--- config.mk ---
export PLATFORM = sky130hd
export DESIGN_NAME = fifo_burst_scheduler
export DESIGN_NICKNAME = d
export VERILOG_FILES = /design/src/rtl/fifo_burst_scheduler.sv
export SDC_FILE = /design/constraint.sdc
export NUM_CORES = 1
export LEC_CHECK = 0
export ABC_AREA = 1
export CORE_ASPECT_RATIO = 0.75
export CORE_MARGIN = 5
export CORE_UTILIZATION = 52
export DETAILED_ROUTE_END_ITERATION = 8
export GPL_TIMING_DRIVEN = 0
export PLACE_DENSITY = 0.79
export SLEW_MARGIN = 20
export SYNTH_ARGS = -nofsm -noshare
export SYNTH_HDL_FRONTEND = slang
export SYNTH_SLANG_ARGS = --single-unit
--- constraint.sdc ---
create_clock -name clk -period 2.54 [get_ports clk]
set_input_delay 0.508 -clock clk [delete_from_list [all_inputs] [get_ports clk]]
set_output_delay 0.508 -clock clk [all_outputs]
set_load 0.05 [all_outputs]
--- src/rtl/fifo_burst_scheduler.sv ---
// Read-side controller for the dual-clock PDMA FIFO: tracks fill level from the
// synchronized write pointer, requests PDMA bursts and sequences FIFO reads.
module fifo_burst_scheduler #(
  parameter int ADDRWIDTH = 3,
  parameter int BURST     = 4,
  parameter int TIMEOUT   = 255
) (
  input  logic                 clk,
  input  logic                 rstn,
  input  logic                 enable,
  input  logic                 flush,
  input  logic [ADDRWIDTH:0]   wptr_gray_sync,
  output logic [ADDRWIDTH:0]   rptr_gray,
  output logic [ADDRWIDTH-1:0] rd_addr,
  output logic                 fifo_re,
  output logic                 dma_req,
  output logic [ADDRWIDTH:0]   dma_len,
  input  logic                 dma_ack,
  input  logic                 dma_ready,
  output logic [ADDRWIDTH:0]   level,
  output logic                 empty,
  output logic                 busy
);

  localparam int PW = ADDRWIDTH + 1;
  localparam int TW = $clog2(TIMEOUT + 1);

  typedef enum logic [1:0] {IDLE, REQ, XFER, DONE} state_t;

  function automatic logic [PW-1:0] gray2bin(input logic [PW-1:0] g);
    logic [PW-1:0] b;
    b[PW-1] = g[PW-1];
    for (int i = PW - 2; i >= 0; i--) b[i] = b[i+1] ^ g[i];
    return b;
  endfunction

  function automatic logic [PW-1:0] bin2gray(input logic [PW-1:0] b);
    return b ^ (b >> 1);
  endfunction

  state_t          state, state_nxt;
  logic [PW-1:0]   wbin, rbin, rbin_inc, cnt, len_sel;
  logic [TW-1:0]   timer;
  logic            start, at_thresh;

  assign level     = wbin - rbin;
  assign empty     = (level == '0);
  assign busy      = (state != IDLE);
  assign rd_addr   = rbin[ADDRWIDTH-1:0];
  assign fifo_re   = (state == XFER) && dma_ready;
  assign rbin_inc  = rbin + 1'b1;
  assign at_thresh = (level >= PW'(BURST));
  assign len_sel   = at_thresh ? PW'(BURST) : level;
  // Flush and timeout only ever drain the residue; the threshold path caps at BURST.
  assign start     = (state == IDLE) && enable &&
                     (at_thresh || (!empty && ((timer == TW'(TIMEOUT)) || flush)));

  always_comb begin
    state_nxt = state;
    case (state)
      IDLE: if (start) state_nxt = REQ;
      REQ:  if (dma_ack) state_nxt = XFER;
      XFER: if (fifo_re && (cnt == PW'(1))) state_nxt = DONE;
      DONE: state_nxt = IDLE;
      default: state_nxt = IDLE;
    endcase
  end

  always_ff @(posedge clk or negedge rstn) begin
    if (!rstn) begin
      state     <= IDLE;
      wbin      <= '0;
      rbin      <= '0;
      rptr_gray <= '0;
      cnt       <= '0;
      dma_req   <= 1'b0;
      dma_len   <= '0;
      timer     <= '0;
    end else begin
      state <= state_nxt;
      wbin  <= gray2bin(wptr_gray_sync);
      if (fifo_re) begin
        rbin      <= rbin_inc;
        rptr_gray <= bin2gray(rbin_inc);
        cnt       <= cnt - 1'b1;
      end
      if (start) begin
        dma_len <= len_sel;
        cnt     <= len_sel;
        dma_req <= 1'b1;
      end else if ((state == REQ) && dma_ack) begin
        dma_req <= 1'b0;
      end
      // Partial-fill timer only runs while idling on a non-empty sub-burst level.
      if ((state != IDLE) || start || empty || at_thresh)
        timer <= '0;
      else if (timer != TW'(TIMEOUT))
        timer <= timer + 1'b1;
    end
  end

endmodule

After elaboration in Yosys (flattened, before gate mapping)
Cells that the tools add are included.
Word-level totals
  register bits after elaboration: 31
Operators by class
  add/subtract/negate cells: 4
  magnitude comparators: 1
  eq/ne operators: 9
  mux-type cells: 11
  bitwise logic cells: 4
  reduce and logical (&&, ||, !) cells: 19
Operator list (count)
  $mux 8: 2
  $mux 4: 3
  $add 8x1->8 const B: 1
  $eq 8x8->1 const B: 1
  $ne 8x8->1 const B: 1
  $pmux 2 s4: 1
  $reduce_bool 2->1: 4
  $logic_and 1x1->1: 6
  $mux 2: 3
  $logic_or 1x1->1: 5
  $add 4x1->4 const B: 1
  $eq 2x2->1 const B: 2
  $eq 4x1->1 const B: 1
  $ge 4x3->1 const B: 1
  $logic_not 4->1: 1
  $ne 2x2->1 const B: 2
  $sub 4x1->4 const B: 1
  $sub 4x4->4: 1
  $xor 4x3->4: 1
  $reduce_and 3->1: 1
  $xor 1x1->1: 3
  $eq 2x1->1 const B: 1
  $logic_not 2->1: 1
  $mux 1: 2
  other kinds (2): 2

Logic depth before layout (Yosys ltp)
Gate-level depths: netlist of the first run.
  word-level depth: 10
  depth in mapped cells: 14
  depth with buffers taken out: 14

Least setup slack after synthesis of the first run
No wires, ideal clock.
  path kind: register -> output
  start: register rbin[0]
  end: output port empty
  arrival: 2.750 ns
  required time: 2.032 ns
  path slack: -0.718 ns
  cell stages (with the launch flop): 9
  cell sequence: dfrtp_1 > ha_1 > inv_1 > fa_1 > xnor2_1 > inv_1 > nor2_4 > inv_1 > nor2_1
Between the ends
  word-level cells in the longest chain between the ends: 2
RTL lines
  start, declared: line 42  | logic [PW-1:0] wbin, rbin, rbin_inc, cnt, len_sel;
  start signal, assigned: line 83  | rbin <= rbin_inc;
  $sub 4x4->4: line 46  | assign level = wbin - rbin;
  named net level[2]: line 20  | output logic [ADDRWIDTH:0] level,
  $logic_not 4->1: line 47  | assign empty = (level == '0);
  end, declared: line 21  | output logic empty,
The timed path passes the listed nets, and every way through them passes these cells.

Worst setup path in the final report of the first run
  start: register rbin[0]
  end: output port empty
Between the ends
  word-level cells in the longest chain between the ends: 2
RTL lines (line)
  $sub 4x4->4: 46
  $logic_not 4->1: 47
No other way between the ends.

==> results of run 1 <==
## synthesized netlist by cell type
| library cell | count |
|---|---|
| nor2_2 | 1 |
| ha_1 | 11 |
| nand3_1 | 10 |
| dfrtp_1 | 30 |
| o221ai_1 | 1 |
| nand4_1 | 3 |
| nor3_1 | 1 |
| a21oi_1 | 2 |
| inv_2 | 1 |
| nand3_2 | 2 |
| clkinv_1 | 1 |
| a21oi_2 | 1 |
| or2_2 | 2 |
| o21bai_1 | 1 |
| o21ai_0 | 7 |
| nand4_4 | 1 |
| nand2_1 | 47 |
| nor2_1 | 16 |
| xor2_1 | 8 |
| a31oi_1 | 2 |
| inv_1 | 28 |
| nand2_2 | 2 |
| xnor2_1 | 4 |
| nor2_4 | 2 |
| fa_1 | 1 |
| nand2_4 | 3 |
| or2_1 | 2 |
## per-layer routing
layer	part of all wire	GRT usage	vias to the layer above
met3	0.054	0.0631	11
met2	0.46	0.279	33
met5	0	0	-
met1	0.47	0.232	619
met4	0.017	0.0898	0
li1	-	-	673
## what timing repair did
action / in CTS / in global routing
pin swaps: 1 / 4
resized for setup: 16 / 9
endpoints found under the setup margin: 5 / 5
hold endpoints to repair: 0 / 0
hold buffers: 0 / 0
buffers inserted: 0 / 4
## path summary, 6_finish.rpt
path | start | end | slack (ps) | cells after the start
hold reg to reg | dma_len[2] | dma_len[2] | 480 | 2
setup / recovery | rbin[0] | empty | -2 | 6
setup reg to reg | rbin[0] | timer[1] | 310 | 9
hold / removal | rstn | dma_len[1] | 250 | 1
min in group clk | dma_len[2] | dma_len[2] | 480 | 2
max in group asynchronous | rstn | rbin[2] | 1810 | 1
## sequential cells by signal, indices dropped and copies added, names as in the netlist
name	cells
rbin	3
state	2
timer	8
dma_len	4
cnt	4
dma_req	1
rptr_gray	4
wbin	4
## stage by stage
step | area, um2 | util | total power [mW] | TNS (ps)
after CTS | 2130 | 0.711 | 3.10 | -97.3
after floorplan | 1690 | - | 2.08 | -68.9
after global routing | 2160 | 0.721 | 3.38 | -101
after detailed placement | 2010 | 0.671 | 2.61 | -669
final | 2160 | 0.721 | 3.17 | -1.65
after global placement | 2020 | 0.673 | 2.54 | -599
## cell families after synthesis
logic type,share of synthesized area
and+or+nand+nor,0.272
buffers and inverters,0.0678
DFF,0.452
AOI/OAI and AO/OA,0.0497
xor gates and xnor gates,0.0633
adders and majority gates,0.0950
## cell type report
| class | count | share of cell area |
|---|---|---|
| tap | 38 | 0.0220 |
| sequential | 30 | 0.349 |
| clock inverter | 3 | 0.0185 |
| clock buffer | 5 | 0.0318 |
| inverter | 30 | 0.0556 |
| timing repair buffer | 32 | 0.137 |
| multi-input combinational | 130 | 0.386 |
## power by group through the flow
stage | sequential (mW) | clock [mW] | combinational [mW]
5_1_grt | 0.749 | 0.512 | 2.12
3_5_place_dp | 0.742 | 0 | 1.86
3_3_place_gp | 0.733 | 0 | 1.81
2_1_floorplan | 1.02 | 0 | 1.07
4_1_cts | 0.732 | 0.482 | 1.88
6_report | 0.731 | 0.474 | 1.97
## critical path, delay by kind of cell (launching register included)
kind / cells / cell delay [ps]
buffers and inverters: 2 / 240
AND/OR/NAND/NOR: 2 / 380
flip-flops: 1 / 450
adder cells (fa/ha/maj): 2 / 670
==> flow_summary_export.csv, run 1 <==
group,metric,value,unit
clocking,insertion_delay,290,ps
clocking,cts_root_buffer,"clkbuf_8",
setup_path,crit_path_cell_trace,"ha_1 > inv_1 > fa_2 > or2_4 > nor2_4 > buf_8",
run,max-cap-violations,0,
sta,relSlewSlack,0.552,
sta,final.period_utilization,1.00,
sta,skew,8.95,ps
yosys,syn-cell-area,1660,um2
floorplanning,die_x,75.2,um
place,portBuffers,28,
floorplanning,core-area,3000,um2
pwr,internal-power,1.59,mW
yosys,yosysSeqAreaShare,0.452,
clocking,clock_sinks,30,
floorplanning,die_h,58.9,um
sta,final.min_clock_period,2540,ps
pwr,swShare,0.499,
pwr,p_leak,1.07,nW
pwr,pwr-share-comb,0.620,
place,dpl_worst_slack,-422,ps
pwr,p_switching,1.58,mW
hold_path,hold_path_class,"primary input to asynchronous set/reset pin",
clocking,clk_pin_slew,70,ps
sta,worstMarginPinSlew,672,ps
setup_path,path_class,"flop to primary output",
clocking,clk_path_buf_depth,2,
grt,antenna_found_initial,0,
place,dp.cells,256,
routing,ant_nets,0,
yosys,avgSynthCellArea,8.74,um2
pwr,pwr-share-seq,0.230,
setup_path,slowest_delay,470,ps
floorplanning,dieArea,4430,um2
pwr,vdd_drop_max,0.934,mV
grt,grt_max_degree,31,
layout,seq_area,754,um2
run_status,violations,"negative setup slack",
yosys,ys_top_cells_by_area,"dfrtp_1, nand2_1, ha_1",
layout,final_common_cell,"nand2_1",
layout,multi_input_area,835,um2
clocking,cts_tree,"done",
yosys,syn-num-nets,212,
routing,route.detailed.drc,0,
sta,hold_violations,0,
grt,grt_pass1_wl,5920,um
setup_path,slowest_stage,"fa_2",
pwr,p_per_area,1470,nW/um2
sta,fin_ws,-1.65,ps
setup_path,worst-path-max-fanout,6,
floorplanning,rows,17,
routing,wl,3470,um
pwr,clkPwrFrac,0.149,
grt,grt_overflow,0,
setup_path,critPathArrivalTime,2030,ps
routing,wire_per_inst,12.9,um
setup_path,start_kind,"flop",
routing,avgViaCountPerCell,4.99,
yosys,syn-instance-count,190,
place,routabilityCongestion,0.784,
layout,antenna_cells,0,
yosys,yosysTopAreaCell,"dfrtp_1",
setup_path,cp-end-kind,"primary output",
layout,fin_nets,251,
sta,setup_violations,1,
clocking,htreeDepth,2,
routing,vias,1336,
yosys,ys_ff_latch,30,
place,hpwl,2610,um
layout,drive_above_1_share,0.213,
yosys,ys_warn_count,0,
floorplanning,start_util,0.554,
yosys,yosysUniqueCellTypes,27,
yosys,synth_top_area_share,0.452,
layout,layout_common_cells,"nand2_1, dfrtp_1, inv_1",
routing,drtPass1Iterations,4,
sta,hold_slack,249,ps
floorplanning,io_pins,29,
grt,grtUsageTotal,0.183,
run_status,status,"complete, but fails checks",
layout,syn_to_final_growth,30.2,%
setup_path,required,2030,ps
routing,drt-initial-drc-count,71,
sta,max_freq,393,MHz
grt,grt_pass1_vias,1309,
clocking,cts_buffers,5,
sta,drv_slew,0,
sta,rsz0062_at_grt,"true",
layout,nFillCells,204,
layout,layoutNonFillerInstCount,268,
(Power assumes the default switching activity.)
==> run 2, diff against run 1 <==
--- a/config.mk
+++ b/config.mk
@@ -8,10 +8,11 @@
 export ABC_AREA = 1
 export CORE_ASPECT_RATIO = 0.75
 export CORE_MARGIN = 5
-export CORE_UTILIZATION = 52
+export CORE_UTILIZATION = 47
 export DETAILED_ROUTE_END_ITERATION = 8
 export GPL_TIMING_DRIVEN = 0
-export PLACE_DENSITY = 0.79
+export PLACE_DENSITY = 0.75
+export REMOVE_ABC_BUFFERS = 1
 export SLEW_MARGIN = 20
 export SYNTH_ARGS = -nofsm -noshare
 export SYNTH_HDL_FRONTEND = slang
==> constraint.sdc (replaced) <==
create_clock -name clk -period 2.1 [get_ports clk]
set_input_delay 0.42 -clock clk [delete_from_list [all_inputs] [get_ports clk]]
set_output_delay 0.42 -clock clk [all_outputs]
set_load 0.05 [all_outputs]
==> flow_summary_export.csv, run 2 (synthesized netlist as in run 1, its figures left out) <==
group,metric,value,unit
grt,grt_max_degree,31,
routing,avgViaCountPerCell,5.16,
sta,setup_violations,23,
pwr,internal-power,2.55,mW
layout,syn_to_final_growth,48.8,%
floorplanning,rows,18,
place,portBuffers,28,
sta,rsz0062_at_grt,"true",
sta,worstMarginPinSlew,668,ps
run,max-cap-violations,0,
floorplanning,dieArea,4830,um2
clocking,cts_root_buffer,"clkbuf_8",
clocking,cts_buffers,5,
place,hpwl,2360,um
sta,max_freq,412,MHz
routing,wl_met2,2160,um
grt,grt_overflow,0,
setup_path,required,1680,ps
routing,highest_layer,"met4",
routing,drtPass1Iterations,4,
floorplanning,start_util,0.495,
layout,fin_nets,267,
layout,final_common_cell,"nand2_1",
clocking,clk_pin_slew,70,ps
sta,final.min_clock_period,2430,ps
pwr,p_per_area,1940,nW/um2
clocking,htreeDepth,2,
pwr,p_leak,1.21,nW
hold_path,hold_path_class,"primary input to asynchronous set/reset pin",
sta,final.period_utilization,1.15,
pwr,p_switching,2.24,mW
setup_path,worst-path-max-fanout,2,
setup_path,path_class,"flop to primary output",
layout,layoutNonFillerInstCount,286,
floorplanning,core-area,3360,um2
run_status,status,"complete, but fails checks",
run_status,violations,"negative setup slack",
grt,grtUsageTotal,0.167,
routing,vias,1477,
grt,grt_pass1_wl,6000,um
place,routabilityCongestion,0.823,
grt,antenna_found_initial,0,
pwr,swShare,0.468,
place,dpl_worst_slack,-916,ps
routing,wl,4370,um
floorplanning,die_x,78.6,um
pwr,pwr-share-seq,0.185,
layout,drive_above_1_share,0.337,
sta,hold_violations,0,
clocking,cts_tree,"done",
routing,ant_nets,0,
clocking,clk_path_buf_depth,2,
routing,drt-initial-drc-count,82,
floorplanning,die_h,61.5,um
pwr,pwr-share-comb,0.659,
routing,route.detailed.drc,0,
sta,relSlewSlack,0.555,
pwr,clkPwrFrac,0.156,
place,placed_area,1990,um2
layout,largest_register,"timer",
pwr,p_total,4.80,mW
layout,antenna_cells,0,
routing,dr_wl_met3,219,um
setup_path,start_kind,"flop",
layout,final_cell_area,2470,um2
floorplanning,io_pins,29,
routing,wirelength_met1,1900,um
routing,wire_per_inst,15.3,um
layout,final_util,0.736,
layout,largest_register_ffs,8,
clocking,clock_sinks,30,
pwr,vdd_drop_max,1.71,mV
grt,grt_pass1_vias,1280,
sta,fin_ws,-325,ps
setup_path,cp-end-kind,"primary output",
sta,drv_slew,0,
place,dp.cells,258,
layout,layout_common_cells,"nand2_1, dfrtp_1, inv_1",
clocking,insertion_delay,290,ps
sta,skew,6.16,ps
setup_path,critPathArrivalTime,2010,ps
==> run 2: worst paths after layout <==
| path | slack, ps | cells past startpoint | startpoint | end |
|---|---|---|---|---|
| worst max-delay path | -330 | 6 | rbin[0] | empty |
| max in group asynchronous | 1470 | 1 | rstn | rbin[0] |
| worst min register to register | 490 | 2 | dma_len[3] | dma_len[3] |
| min in group clk | 490 | 2 | dma_len[3] | dma_len[3] |
| worst max register to register | -130 | 12 | rbin[0] | state[0] |
| worst min-delay path | 160 | 1 | rstn | wbin[3] |
==> run 2: power groups by stage <==
stage               logic, mW  registers (mW)  clock network [mW]
floorplan                1.22            1.22                   0
global placement         2.13           0.885                   0
detailed placement       2.16           0.886                   0
CTS                      2.67           0.870               0.742
global route             3.36           0.905               0.763
finish                   3.16           0.887               0.746
==> run 2: layer usage <==
metal | track usage | vias up
li1 | - | 705
met1 | 0.218 | 718
met2 | 0.259 | 45
met3 | 0.0482 | 9
met4 | 0.0873 | 0
met5 | 0 | -
==> run 2: per-stage QoR <==
step                hold slack (ps)  setup TNS, ps
floorplan                       124         -10730
global placement                471          -4330
detailed placement              473          -4400
CTS                             193          -3540
global route                    232          -3600
finish                          156          -2460
==> run 2: timing repair <==
action / 4_1_cts / 5_1_grt
resized for setup: 58 / 33
setup buffers: 13 / 11
setup endpoints to repair: 23 / 25
hold buffers: 0 / 0
pin swaps: 6 / 13
==> run 2: area by class of cell <==
class / count / area, um2
clock buffers: 6 / 82.6
clock inverters: 2 / 60.1
fillers: 212 / 885
inverters: 30 / 121
multi-input cells: 130 / 915
flip-flops and latches: 30 / 752
well taps: 40 / 50.0
repair buffers: 48 / 490
==> run 2: worst max-delay path, cell delays in order (launching register included) <==
cell,delay [ps]
dfrtp_2,440
ha_4,170
inv_2,60
fa_2,460
or2_4,300
nor2_4,130
buf_8,150
==> run 3, diff against run 2 <==
--- a/config.mk
+++ b/config.mk
@@ -11,7 +11,7 @@
 export CORE_UTILIZATION = 47
 export DETAILED_ROUTE_END_ITERATION = 8
 export GPL_TIMING_DRIVEN = 0
-export PLACE_DENSITY = 0.75
+export PLACE_DENSITY_LB_ADDON = 0.08
 export REMOVE_ABC_BUFFERS = 1
 export SLEW_MARGIN = 20
 export SYNTH_ARGS = -nofsm -noshare
==> flow_summary_export.csv, run 3 (synthesized netlist as in run 1, its figures left out) <==
group,metric,value,unit
run_status,status,"complete, but fails checks",
run_status,violations,"negative setup slack",
setup_path,path_class,"flop to primary output",
setup_path,crit_family,"adder cells",
layout,layoutNonFillerInstCount,283,
layout,drive_above_1_share,0.309,
sta,max_freq,414,MHz
clocking,cts_buffers,5,
routing,avgViaCountPerCell,5.10,
place,dp.cells,258,
setup_path,cp-end-kind,"primary output",
grt,grt_overflow,0,
layout,antenna_cells,0,
sta,setup_violations,22,
floorplanning,dieArea,4830,um2
sta,hold_slack,159,ps
routing,drtPass1Iterations,4,
floorplanning,io_pins,29,
place,routabilityCongestion,0.897,
pwr,p_switching,2.08,mW
hold_path,hold_path_class,"primary input to asynchronous set/reset pin",
setup_path,crit_path_cell_trace,"ha_2 > inv_2 > fa_2 > xnor2_2 > inv_2 > nor2_4 > inv_2 > nor2_4 > buf_8",
layout,largest_register,"timer",
setup_path,worst-path-max-fanout,2,
pwr,clkPwrFrac,0.114,
grt,grt_pass1_vias,1509,
place,portBuffers,28,
place,placed_area,1990,um2
floorplanning,rows,18,
pwr,pwr-share-seq,0.206,
setup_path,start_kind,"flop",
place,dpl_worst_slack,-929,ps
sta,fin_ws,-313,ps
sta,hold_violations,0,
grt,grt_pass1_wl,6630,um
sta,rsz0062_at_grt,"true",
place,hpwl,2720,um
routing,vias,1442,
setup_path,critPathArrivalTime,1990,ps
clocking,clk_path_buf_depth,2,
clocking,insertion_delay,290,ps
sta,fin_setup_tns,-2400,ps
setup_path,cpMostUsedCell,"inv_2",
sta,final.min_clock_period,2410,ps
layout,largest_register_ffs,8,
pwr,p_per_area,1820,nW/um2
layout,nFillCells,275,
pwr,vdd_drop_max,1.19,mV
pwr,internal-power,2.16,mW
sta,final.period_utilization,1.15,
routing,route.detailed.drc,0,
sta,relSlewSlack,0.557,
grt,grt_max_degree,31,
setup_path,cp_num_buf_inv,4,
layout,final_common_cell,"nand2_1",
run,max-cap-violations,0,
setup_path,slowest_stage,"dfrtp_2",
setup_path,slowest_delay,390,ps
pwr,pwr-share-comb,0.679,
routing,drt-initial-drc-count,65,
routing,wire_per_inst,14.0,um
clocking,clock_sinks,30,
sta,drv_slew,0,
clocking,clk_pin_slew,70,ps
sta,worstMarginPinSlew,664,ps
layout,final_cell_area,2330,um2
sta,skew,9.47,ps
clocking,hold_buffers,0,
clocking,cts_tree,"done",
clocking,htreeDepth,2,
pwr,swShare,0.491,
floorplanning,core-area,3360,um2
floorplanning,die_h,61.5,um
layout,layout_common_cells,"nand2_1, dfrtp_1, inv_1",
pwr,p_leak,1.15,nW
clocking,cts_root_buffer,"clkbuf_8",
floorplanning,die_x,78.6,um
pwr,p_total,4.24,mW
grt,grtUsageTotal,0.182,
layout,fin_nets,264,
setup_path,required,1680,ps
floorplanning,start_util,0.495,
routing,ant_nets,0,
layout,syn_to_final_growth,40.5,%
grt,antenna_found_initial,0,
layout,final_util,0.695,
routing,wl,3960,um
## run 3: worst paths after layout
kind,from,end,slack (ps),cells past startpoint
worst max-delay path,rbin[0],empty,-310,9
worst min-delay path,rstn,rptr_gray[2],160,1
worst max register to register,rbin[0],timer[7],-160,10
worst min register to register,dma_req,dma_req,490,2
max in group asynchronous,rstn,rbin[0],1480,1
min in group clk,dma_req,dma_req,490,2
## run 3: final cells by class
| cell class | instances | area (um2) | area share |
|---|---|---|---|
| multi-input cells | 130 | 885 | 0.379 |
| repair buffers | 45 | 434 | 0.186 |
| clock inverters | 1 | 5.00 | 0.00215 |
| inverters | 30 | 120 | 0.0515 |
| well taps | 40 | 50.0 | 0.0215 |
| clock buffers | 7 | 86.3 | 0.0370 |
| flip-flops and latches | 30 | 752 | 0.322 |
## run 3: timing repair
item | in CTS | in global routing
pin swaps | 7 | 9
setup endpoints to repair | 23 | 26
resized for setup | 58 | 22
buffers inserted | 11 | 6
## run 3: power groups by stage
stage / Clock (mW) / Combinational (mW) / Sequential [mW]
2_1_floorplan: 0 / 1.22 / 1.22
3_3_place_gp: 0 / 2.13 / 0.881
3_5_place_dp: 0 / 2.20 / 0.891
4_1_cts: 0.489 / 2.61 / 0.872
5_1_grt: 0.517 / 3.08 / 0.901
6_report: 0.484 / 2.88 / 0.874
## run 3: worst register-to-register path, delay by kind of cell (launching register included)
kind | cells | cell delay (ps)
AOI/OAI and AO/OA | 1 | 170
adders and majority gates | 2 | 640
buffers and inverters | 2 | 210
DFF | 1 | 430
and+or+nand+nor | 5 | 720
## run 3: metal layers
metal	track usage	part of all wire
met5	0	0
met4	0.0798	0.018
met3	0.0629	0.066
met2	0.313	0.47
met1	0.212	0.44
==> variant 1 (config.mk and constraints of run 2) <==
Re-encode `state_t` (4 states) as one-hot, 4 bits wide.
--- a/src/rtl/fifo_burst_scheduler.sv
+++ b/src/rtl/fifo_burst_scheduler.sv
@@ -25,7 +25,7 @@
   localparam int PW = ADDRWIDTH + 1;
   localparam int TW = $clog2(TIMEOUT + 1);
 
-  typedef enum logic [1:0] {IDLE, REQ, XFER, DONE} state_t;
+  typedef enum logic [3:0] {IDLE = 4'b0001, REQ = 4'b0010, XFER = 4'b0100, DONE = 4'b1000} state_t;
 
   function automatic logic [PW-1:0] gray2bin(input logic [PW-1:0] g);
     logic [PW-1:0] b;
Formal check against the unedited RTL: no difference found for any inputs over 10 cycles, from zero or initial values and one cycle with rstn low; not proved beyond that.
==> variant 1 against run 2 <==
Area after synthesis increased by 3.4%. Hold slack improved by 13 ps. Power shrank 12%. Sequential cell count is 2 higher. Combinational power shrank 11%. Final area decreased by 6.4%. Critical path type unchanged. Worst setup slack better by 15 ps. Non-clock buffer count fell by 5. Wire length fell by 15%. The run still ends with setup timing left.
==> variant 1: results (changes against run 2) <==
Setup path:
- The largest stage delay on the critical path is 370 ps (was 460 ps).
- The setup slack on the worst flop-to-flop path is 50 ps (was -130 ps).
- The reg-to-reg endpoint was timer[3] (was state[0]).
- The critical path startpoint is wbin[0] (was rbin[0]).

Placed design:
- The pre-CTS setup slack is -1040 ps (was -916 ps).
- The final HPWL from detailed placement is 2.41 mm (was 2.36 mm).
- The placer's final routability congestion estimate was 0.763 (was 0.823).

Outcome:
- Violated checks: setup timing (unchanged).
- Result of the run: finished, violations left (unchanged).

Layout:
- The net count reported at finish is 262 (was 267).
- The layout filler cell count is 298 (was 212).
- The fraction of final layout cells with drive strength greater than 1 is 27.3% (was 33.7%).

Timing:
- The slew at the pin with the worst max-slew slack is 700 ps (was 668 ps).
- The setup violation total in the final timing report is 4 (was 23).
- The largest clock skew in the final design is 5.30 ps (was 6.16 ps).
- The post-layout worst setup margin is -310 ps (was -325 ps).

Drt:
- The detailed-route via count is 1410 (was 1477).
- The wire length on met1 was 1.71 mm (was 1.90 mm).
- The routed length on met3 was 151 µm (was 219 µm).
- The routed length on met2 is 1.78 mm (was 2.16 mm).

GRT:
- The number of global-route vias before repair is 1325 (was 1280).

Synth:
- The register area share after synthesis is 46.7% (was 45.2%).
- The number of library cell types mapped by synthesis was 29 (was 27).
- Commonest cells in the synthesized netlist: sky130_fd_sc_hd__nand2_1 (44), sky130_fd_sc_hd__dfrtp_1 (31), sky130_fd_sc_hd__inv_1 (28), sky130_fd_sc_hd__nor2_1 (19), sky130_fd_sc_hd__nand3_1 (14) (was sky130_fd_sc_hd__nand2_1 (47), sky130_fd_sc_hd__dfrtp_1 (30), sky130_fd_sc_hd__inv_1 (28), sky130_fd_sc_hd__nor2_1 (16), sky130_fd_sc_hd__ha_1 (11)).

Pwr:
- The reported leakage power is 1.11 nW (was 1.21 nW).
variant 1: area by class of cell:
| cell class | instances | share of cell area (%) |
|---|---|---|
| multi-input cells | 133 | 37.0 |
| flip-flops and latches | 32 | 34.7 |
| clock buffers | 6 | 3.57 |
| clock inverters | 2 | 0.433 |
| repair buffers | 43 | 16.7 |
| inverters | 29 | 4.82 |
| well taps | 52 | 2.81 |
variant 1: timing repair:
item                                   CTS  global route
gates resized for setup                 42            22
endpoints found under the hold margin    0             0
pin swaps                                7             6
setup buffers                            6             9
setup endpoints to repair               17            15
variant 1: cells by family (layout without fill, tap and decap cells):
group | after synthesis | after routing | share of synthesized area (%)
and+or+nand+nor | 96 | 96 | 27.9
DFF | 32 | 32 | 46.7
buffers and inverters | 30 | 80 | 7.00
AOI/OAI and AO/OA | 15 | 15 | 4.81
xor gates and xnor gates | 13 | 13 | 6.63
adders and majority gates | 8 | 8 | 6.27
muxes | 1 | 1 | 0.656
variant 1: power breakdown:
group | internal (mW) | switching (mW)
Sequential | 0.794 | 0.128
Combinational | 1.06 | 1.75
Clock | 0.261 | 0.229
variant 1: per-stage QoR:
| stage | setup TNS, ps | area, µm² | power, mW | cells | hold slack [ps] |
|---|---|---|---|---|---|
| 6_report | -671 | 2310 | 4.22 | 297 | 168 |
| 3_5_place_dp | -2940 | 2050 | 3.14 | 274 | 475 |
| 4_1_cts | -336 | 2210 | 3.83 | 288 | 193 |
| 5_1_grt | -1460 | 2310 | 4.46 | 297 | 241 |
| 3_3_place_gp | -3070 | 2050 | 3.10 | 274 | 462 |
| 2_1_floorplan | -8720 | 1710 | 2.51 | 194 | 124 |
variant 1: routing by layer:
metal  track usage (%)  up-vias
met4              6.96        0
met5                 0        -
met2              23.5       20
li1                  -      709
met3              4.48        7
met1              19.4      674
==> variant 2 (config.mk and constraints of run 2) <==
Made on the original files. `TIMEOUT`: 255 -> 510.
--- a/src/rtl/fifo_burst_scheduler.sv
+++ b/src/rtl/fifo_burst_scheduler.sv
@@ -3,7 +3,7 @@
 module fifo_burst_scheduler #(
   parameter int ADDRWIDTH = 3,
   parameter int BURST     = 4,
-  parameter int TIMEOUT   = 255
+  parameter int TIMEOUT   = 510
 ) (
   input  logic                 clk,
   input  logic                 rstn,
Check against the original RTL: no difference found for any inputs over 10 cycles, from zero or initial values and one cycle with rstn low; that may be too few to reach the edited logic, so the function may still have changed.
==> variant 2 against run 2 <==
The run still ends with setup timing left. Final area fell by 3.2%. Hold slack improved by 19 ps. Global-route usage fell by 0.90 points. Power fell by 13%. Cell count rose by 8.4%. Area after synthesis rose by 5.5%. Sequential cell count rose by 1. Worst setup slack improved by 130 ps. First-iteration DRC count fell by 16%. Clock power fell by 30%. Wire length fell by 16%. Synthesized cell count rose by 9.5%.
==> variant 2: results (changes against run 2) <==
Outcome:
- Result of the run: finished, violations left (unchanged).
- Violated checks: setup timing (unchanged).

Synth:
- The area fraction in compound gates after synthesis is 5.21% (was 4.97%).
- The synthesized-area fraction occupied by adder cells came to 9.71% (was 9.50%).
- Commonest cells in the synthesized netlist: sky130_fd_sc_hd__nand2_1 (52), sky130_fd_sc_hd__dfrtp_1 (31), sky130_fd_sc_hd__inv_1 (28), sky130_fd_sc_hd__nor2_1 (22), sky130_fd_sc_hd__nand3_1 (13) (was sky130_fd_sc_hd__nand2_1 (47), sky130_fd_sc_hd__dfrtp_1 (30), sky130_fd_sc_hd__inv_1 (28), sky130_fd_sc_hd__nor2_1 (16), sky130_fd_sc_hd__ha_1 (11)).
- Top cells by area in the synthesized netlist: sky130_fd_sc_hd__dfrtp_1 (44%), sky130_fd_sc_hd__nand2_1 (11%), sky130_fd_sc_hd__ha_1 (8.6%), sky130_fd_sc_hd__inv_1 (6.0%), sky130_fd_sc_hd__xor2_1 (5.0%) (was sky130_fd_sc_hd__dfrtp_1 (45%), sky130_fd_sc_hd__nand2_1 (11%), sky130_fd_sc_hd__ha_1 (8.3%), sky130_fd_sc_hd__inv_1 (6.3%), sky130_fd_sc_hd__xor2_1 (4.2%)).
- The xor/xnor cell area share of the yosys netlist is 6.50% (was 6.33%).
- The register area share after synthesis was 44.3% (was 45.2%).

Timing:
- The setup violation total in the final timing report is 3 (was 23).
- The post-layout worst setup margin is -193 ps (was -325 ps).
- The worst hold slack after final layout is 174 ps (was 156 ps).
- The slew at the pin with the worst max-slew slack was 691 ps (was 668 ps).

Layout:
- The fraction of final layout cells with drive strength greater than 1 came to 22.5% (was 33.7%).
- The net count reported at finish was 280 (was 267).
- The layout filler cell count was 301 (was 212).

Drt:
- The mean number of vias per cell is 4.69 (was 5.16).
- The routed length on met2 is 1.61 mm (was 2.16 mm).
- The number of DRC markers after the initial detailed-route iteration came to 69 (was 82).

Setup path:
- The setup slack on the worst flop-to-flop path is 20 ps (was -130 ps).
- The reg-to-reg endpoint is timer[8] (was state[0]).

Pwr:
- The worst ir drop on vdd is 1.40 mV (was 1.71 mV).
- The reported leakage power is 1.22 nW (was 1.21 nW).

Clocking:
- The total setup buffers inserted after CTS is 5 (was 13).

GRT:
- The largest net degree at the start of global routing is 32 (was 31).

Placed design:
- The placed cell count came to 287 (was 258).
- The pre-CTS setup slack came to -733 ps (was -916 ps).
-- variant 2: cell count changes in the layout (fill, tap and decap cells not counted), sizes merged, moves of 2 or more --
cell           run 2  this run
nor2              19        24
bufinv             2         0
nand2             52        59
o21ai              7         9
buf               25        20
nand3             12        14
xor2               8        10
-- variant 2: final cells by class --
class	count	area (µm²)	area share [%]
Inverter	29	110	4.60
Multi-Input combinational cell	147	937	39.2
Tap cell	52	65.1	2.72
Sequential cell	31	776	32.4
Timing Repair Buffer	43	404	16.9
Clock buffer	8	100	4.18
-- variant 2: worst max path at each step --
stage,start,endpoint,cells past startpoint
after global routing,wbin[0],empty,9
after detailed placement,rbin[0],empty,8
after global placement,rbin[0],empty,8
final,rbin[0],empty,7
after floorplan,rbin[2],empty,8
after CTS,wbin[0],empty,9
-- variant 2: where the power goes --
group          total, mW  internal [mW]  switching [mW]
Sequential         0.893          0.775           0.118
Clock              0.519          0.299           0.220
Combinational       2.76           1.05            1.71
-- variant 2: logic make-up after synthesis --
kind of cell               Yosys count
adders and majority gates           13
DFF                                 31
AOI/OAI and AO/OA                   16
buffers and inverters               30
and+or+nand+nor                    105
xor gates and xnor gates            13
-- variant 2: metal layers --
layer	vias to the layer above	global-route usage, %
met5	-	0
met4	0	9.28
met3	12	5.33
met2	33	22.8
met1	657	20.5
li1	751	-
-- variant 2: through the flow --
stage | setup TNS (ps) | instance area [µm²] | power (mW) | util, %
after global routing | -1330 | 2390 | 4.47 | 65.8
after CTS | -1080 | 2240 | 3.81 | 61.6
after floorplan | -18100 | 1740 | 2.51 | -
final | -262 | 2390 | 4.17 | 65.8
after global placement | -3850 | 2090 | 3.10 | 57.3
after detailed placement | -4290 | 2080 | 3.14 | 57.2
